===== config.mk =====
export PLATFORM = sky130hd
export DESIGN_NAME = clkdiv_meter
export DESIGN_NICKNAME = d
export VERILOG_FILES = /design/src/rtl/clkdiv_meter.sv
export SDC_FILE = /design/constraint.sdc
export NUM_CORES = 1
export LEC_CHECK = 0
export BUFFER_PORTS_ARGS = -buffer_cell sky130_fd_sc_hd__clkbuf_2
export CAP_MARGIN = 20
export CORE_ASPECT_RATIO = 0.9
export CORE_MARGIN = 4
export CORE_UTILIZATION = 62
export DETAILED_ROUTE_END_ITERATION = 10
export HOLD_SLACK_MARGIN = 0.15
export PLACE_DENSITY = 0.93
export SLEW_MARGIN = 20
export SYNTH_ARGS = -nofsm -noshare
export SYNTH_HDL_FRONTEND = slang
export SYNTH_SLANG_ARGS = --single-unit

===== constraint.sdc =====
create_clock -name clk -period 3 [get_ports clk]
set_input_delay 0.15 -clock clk [delete_from_list [all_inputs] [get_ports clk]]
set_output_delay 0.15 -clock clk [all_outputs]
set_load 0.01 [all_outputs]

===== src/rtl/clkdiv_meter.sv =====
// Clock-divider meter: measures rise-to-rise period and high time of a slow signal in the clk
// domain, with lock and loss-of-signal detection. Define CLKMETER_SYNC_EN for a 2-flop input sync.
module clkdiv_meter #(
  parameter int unsigned W          = 16,
  parameter int unsigned TIMEOUT    = 65535,
  parameter int unsigned LOCK_COUNT = 3
) (
  input  logic         clk,
  input  logic         reset,
  input  logic         sig_in,
  output logic [W-1:0] period,
  output logic [W-1:0] high_time,
  output logic         period_valid,
  output logic         locked,
  output logic         timeout
);

  localparam logic [W-1:0] CntMax     = '1;
  localparam logic [W-1:0] TimeoutVal = W'(TIMEOUT);
  localparam logic [3:0]   LockVal    = 4'(LOCK_COUNT);

  typedef enum logic [0:0] {StIdle, StMeasure} state_e;

  state_e       state_q;
  logic         s0_q, s1_q;
  logic [W-1:0] cnt_q, hi_cnt_q;
  logic [W-1:0] period_q, high_time_q;
  logic [3:0]   match_q;
  logic         have_prev_q;
  logic         period_valid_q, locked_q, timeout_q;

  logic         sig;
  logic         rise;
  logic [W-1:0] cnt_inc, hi_inc;
  logic [3:0]   match_inc;

`ifdef CLKMETER_SYNC_EN
  logic sync1_q, sync2_q;

  always_ff @(posedge clk) begin
    if (reset) begin
      sync1_q <= 1'b0;
      sync2_q <= 1'b0;
    end else begin
      sync1_q <= sig_in;
      sync2_q <= sync1_q;
    end
  end

  assign sig = sync2_q;
`else
  assign sig = sig_in;
`endif

  always_comb begin
    rise      = s0_q & ~s1_q;
    cnt_inc   = (cnt_q == CntMax) ? cnt_q : cnt_q + 1'b1;
    hi_inc    = (hi_cnt_q == CntMax) ? hi_cnt_q : hi_cnt_q + 1'b1;
    match_inc = (match_q == LockVal) ? match_q : match_q + 4'd1;
  end

  always_ff @(posedge clk) begin
    if (reset) begin
      state_q        <= StIdle;
      s0_q           <= 1'b0;
      s1_q           <= 1'b0;
      cnt_q          <= '0;
      hi_cnt_q       <= '0;
      period_q       <= '0;
      high_time_q    <= '0;
      match_q        <= '0;
      have_prev_q    <= 1'b0;
      period_valid_q <= 1'b0;
      locked_q       <= 1'b0;
      timeout_q      <= 1'b0;
    end else begin
      s0_q           <= sig;
      s1_q           <= s0_q;
      period_valid_q <= 1'b0;
      timeout_q      <= 1'b0;
      unique case (state_q)
        StIdle: begin
          if (rise) begin
            state_q     <= StMeasure;
            cnt_q       <= W'(1);
            hi_cnt_q    <= W'(1);
            have_prev_q <= 1'b0;
          end
        end
        StMeasure: begin
          if (rise) begin
            period_q       <= cnt_q;
            high_time_q    <= hi_cnt_q;
            period_valid_q <= 1'b1;
            cnt_q          <= W'(1);
            hi_cnt_q       <= W'(1);
            have_prev_q    <= 1'b1;
            // The first period after entering MEASURE never counts toward lock.
            if (have_prev_q && (cnt_q == period_q)) begin
              match_q  <= match_inc;
              locked_q <= (match_inc == LockVal);
            end else begin
              match_q  <= '0;
              locked_q <= 1'b0;
            end
          end else if (cnt_q == TimeoutVal) begin
            state_q   <= StIdle;
            timeout_q <= 1'b1;
            locked_q  <= 1'b0;
            match_q   <= '0;
            cnt_q     <= '0;
            hi_cnt_q  <= '0;
          end else begin
            cnt_q <= cnt_inc;
            if (s0_q) begin
              hi_cnt_q <= hi_inc;
            end
          end
        end
      endcase
    end
  end

  assign period       = period_q;
  assign high_time    = high_time_q;
  assign period_valid = period_valid_q;
  assign locked       = locked_q;
  assign timeout      = timeout_q;

endmodule


==> impl_metrics.toml <==
[run_status]
status = "complete, no violations"

[synth]
yosysUniqueCellTypes = 56
synth_edf_count = 0
syn_inst = 421
synth-warning-count = 0
syn_nets = 427
avgSynthCellArea_um2 = 8.18
synth.top_cell.area_share_pct = 43.6
syn_area_um2 = 3440
synth_top_cell_by_area = "dfxtp_1"
ys_seq_area_share_pct = 43.6
synth_area_leaders = "dfxtp_1 (44%), nand2_1 (9.5%), a21oi_1 (6.8%)"
synth-seq-cells = 75
synth_ff_type = "dfxtp_1"
ys_async_sr_fraction_pct = 0

[placed_design]
hpwl_um = 5760
globalplace.congestion = 0.905
pre_cts_slack_ns = 0.777
numPortBuffers = 37

[sta]
fmax_mhz = 417
post-route-min-period_ns = 2.40
max-slew-margin-rel_pct = 48.3
setup_viol = 0
skew_ns = 0.0154
grt_setup_unrepaired = "false"
hold_ws_ns = 0.358
worst_slack_ns = 0.605
max_slew.worst_pin.slew_ns = 0.776
finalHoldViolCount = 0
final_max_slew_viol_count = 0
finalCritPeriodShare_pct = 79.8
finalSetupTns_ns = 0

[setup_path]
crit_chain = "ha_1 -> nand3_1 -> nor4_4 -> buf_4 -> or3_1 -> a21oi_1 -> o21ai_0 -> o21ai_0"
cp-start-kind = "flip-flop"
worst_path_largest_cell_delay_ns = 0.49
path_class = "flip-flop to flip-flop"
crit_start = "cnt_q[0]"
cp.arrival_ns = 2.62
cpMostUsedCell = "o21ai_0"
cp_slowest_cell = "dfxtp_1"
crit_buf_inv = 1
worstPathMaxFanout = 14
required_ns = 3.23
crit_path_end_kind = "flip-flop"
critPathTopFamily = "simple AND/OR/NAND/NOR gates"
reg2reg_from = "cnt_q[0]"

[clock_network]
clkTransAtPathRegs_ns = 0.08
clock_latency_ns = 0.36
ctsHtreeMaxLevel = 3
numCtsBuffers = 9
cts_tree = "built"
clkSinkCount = 75
clockBufferDepth = 2
root_buffer = "clkbuf_8"

[global_route]
overflow = 0
grt_pass1_wl_um = 14700
antenna_found_initial = 0
grt.total_usage_pct = 27.3
grt_pass1_vias = 3062
grt_max_degree = 48

[power]
p_sw_share_pct = 21.9
p_comb_share_pct = 4.0
seq_power_share_pct = 50.1
cell_internal_pwr_mw = 1.58
p_leak_nw = 1.42
net-switching-power_uw = 444
power_density_nw_per_um2 = 518
clockPowerShare_pct = 45.9
vdd_ir_drop_max_v = 0.000458

[die]
die_w_um = 86.6
initial_core_util_pct = 64.8
core_area_um2 = 5320
ios = 38
die_y_um = 78.7
die_area_um2 = 6810
num_rows = 25

[layout]
n_antenna_cell = 0
areaGrowthSynthToFinish_pct = 13.5
drive_gt1_share_pct = 16.2
fillers = 371
fin_nets = 458

[detailed_routing]
via_per_inst = 6.31
ant_nets = 0
drc_errors = 0
drt_first_pass_iters = 6
wirelength_um = 8760
vias = 3309
drtIter0Drc = 687
wl_per_cell_um = 16.7

[job]
cap_viol_max_count = 0

[min_path]
min_from = "reset"
hp-class = "primary input to flip-flop"
[metal layers]
| metal | share of wire, % | wire (um) | GRT usage (%) | up-vias |
|---|---|---|---|---|
| met2 | 45 | 3960 | 43.6 | 227 |
| met4 | 3.2 | 280 | 9.50 | 0 |
| li1 | - | - | - | 1550 |
| met3 | 11 | 963 | 8.92 | 42 |
| met1 | 41 | 3560 | 34.5 | 1490 |
| met5 | 0 | 0 | 0 | - |
[logic make-up after synthesis]
kind of cell / synth area share (%)
XOR/XNOR: 5.34
AO/OA/AOI/OAI: 19.8
flip-flops: 43.6
adder cells (fa/ha/maj): 1.09
buffers and inverters: 4.14
AND/OR/NAND/NOR: 25.4
multiplexers: 0.618
[synth_stat cells (2+ instances only)]
library cell and count:
o31ai_1 11, o311a_1 2, nand3_1 15, xnor2_1 16, and4_1 3, xor2_1 5, o21ai_0 9, inv_1 3
a31oi_1 4, clkbuf_1 13, nand4_1 14, and3_1 4, a21o_1 2, nor3_1 9, buf_2 12, ha_1 3
nand2_2 2, o21ai_1 6, nand2b_1 5, nor2b_1 7, o41ai_1 2, or3_1 2, o22ai_1 2, nor2_1 26
nand2_1 87, o211ai_1 7, dfxtp_1 75, a21oi_1 47
[worst register-to-register path, delay by kind of cell (launching register included)]
family,cells,cell delay [ns]
AOI/OAI and AO/OA,3,0.45
adders and majority gates,1,0.27
buffers and inverters,1,0.25
DFF,1,0.49
and+or+nand+nor,3,0.82
[cell type report]
| type | instances | area [um2] | share of cell area [%] |
|---|---|---|---|
| Clock buffer | 10 | 128 | 3.27 |
| Clock inverter | 6 | 113 | 2.88 |
| Inverter | 3 | 11.3 | 0.288 |
| Sequential cell | 75 | 1500 | 38.4 |
| Tap cell | 67 | 83.8 | 2.14 |
| Multi-Input combinational cell | 315 | 1800 | 46.1 |
| Timing Repair Buffer | 48 | 270 | 6.91 |
[cell usage in the layout, fill, tap and decap left out, types with 2 or more instances in the layout]
cell and n:
a21o_1 2, a21oi_1 47, a31oi_1 4, and3_1 4, and4_1 3, buf_4 10
bufinv_16 3, clkbuf_2 37, clkbuf_8 9, dfxtp_1 75, ha_1 3, inv_1 3
nand2_1 87, nand2_2 2, nand2b_1 5, nand3_1 15, nand4_1 14, nor2_1 25
nor2b_1 7, nor3_1 9, o211ai_1 7, o21ai_0 9, o21ai_1 6, o22ai_1 2
o311a_1 2, o31ai_1 11, o41ai_1 2, or3_1 2, xnor2_1 16, xor2_1 5
[path summary, 6_finish.rpt]
check,slack (ns),endpoint,cells past startpoint
max,0.60,cnt_q[14],8
max reg2reg,0.60,cnt_q[14],8
min reg2reg,0.46,high_time[3],2
min,0.36,period_valid,3
[stage by stage]
step | util (%) | area [um2] | std cells | power (mW)
2_1_floorplan | - | 3440 | 421 | 1.09
3_3_place_gp | 68.8 | 3660 | 507 | 1.11
3_5_place_dp | 68.8 | 3660 | 507 | 1.11
4_1_cts | 73.5 | 3910 | 524 | 2.03
5_1_grt | 73.5 | 3910 | 524 | 2.08
6_report | 73.5 | 3910 | 524 | 2.03
[power by group through the flow]
stage | Sequential [mW] | Combinational [mW] | Clock (mW)
6_report | 1.01 | 0.0812 | 0.930
5_1_grt | 1.01 | 0.0884 | 0.977
4_1_cts | 1.01 | 0.0782 | 0.934
3_5_place_dp | 1.04 | 0.0765 | 0
3_3_place_gp | 1.04 | 0.0752 | 0
2_1_floorplan | 1.03 | 0.0609 | 0
[flip-flops by register name, summed over array words and instances, names as in the netlist]
| name | flops |
|---|---|
| high_time | 16 |
| locked | 1 |
| hi_cnt_q | 16 |
| timeout | 1 |
| s0_q | 1 |
| period | 16 |
| have_prev_q | 1 |
| period_valid | 1 |
| match_q | 4 |
| state_q | 1 |
| cnt_q | 16 |
| s1_q | 1 |
[what timing repair did]
item / in CTS / in global routing
hold endpoints to repair: 1 / 0
setup buffers: 0 / 0
resized for setup: 0 / 0
endpoints found under the setup margin: 0 / 0
hold buffers: 1 / 0
No activity file was read; power rests on OpenSTA's default activity.
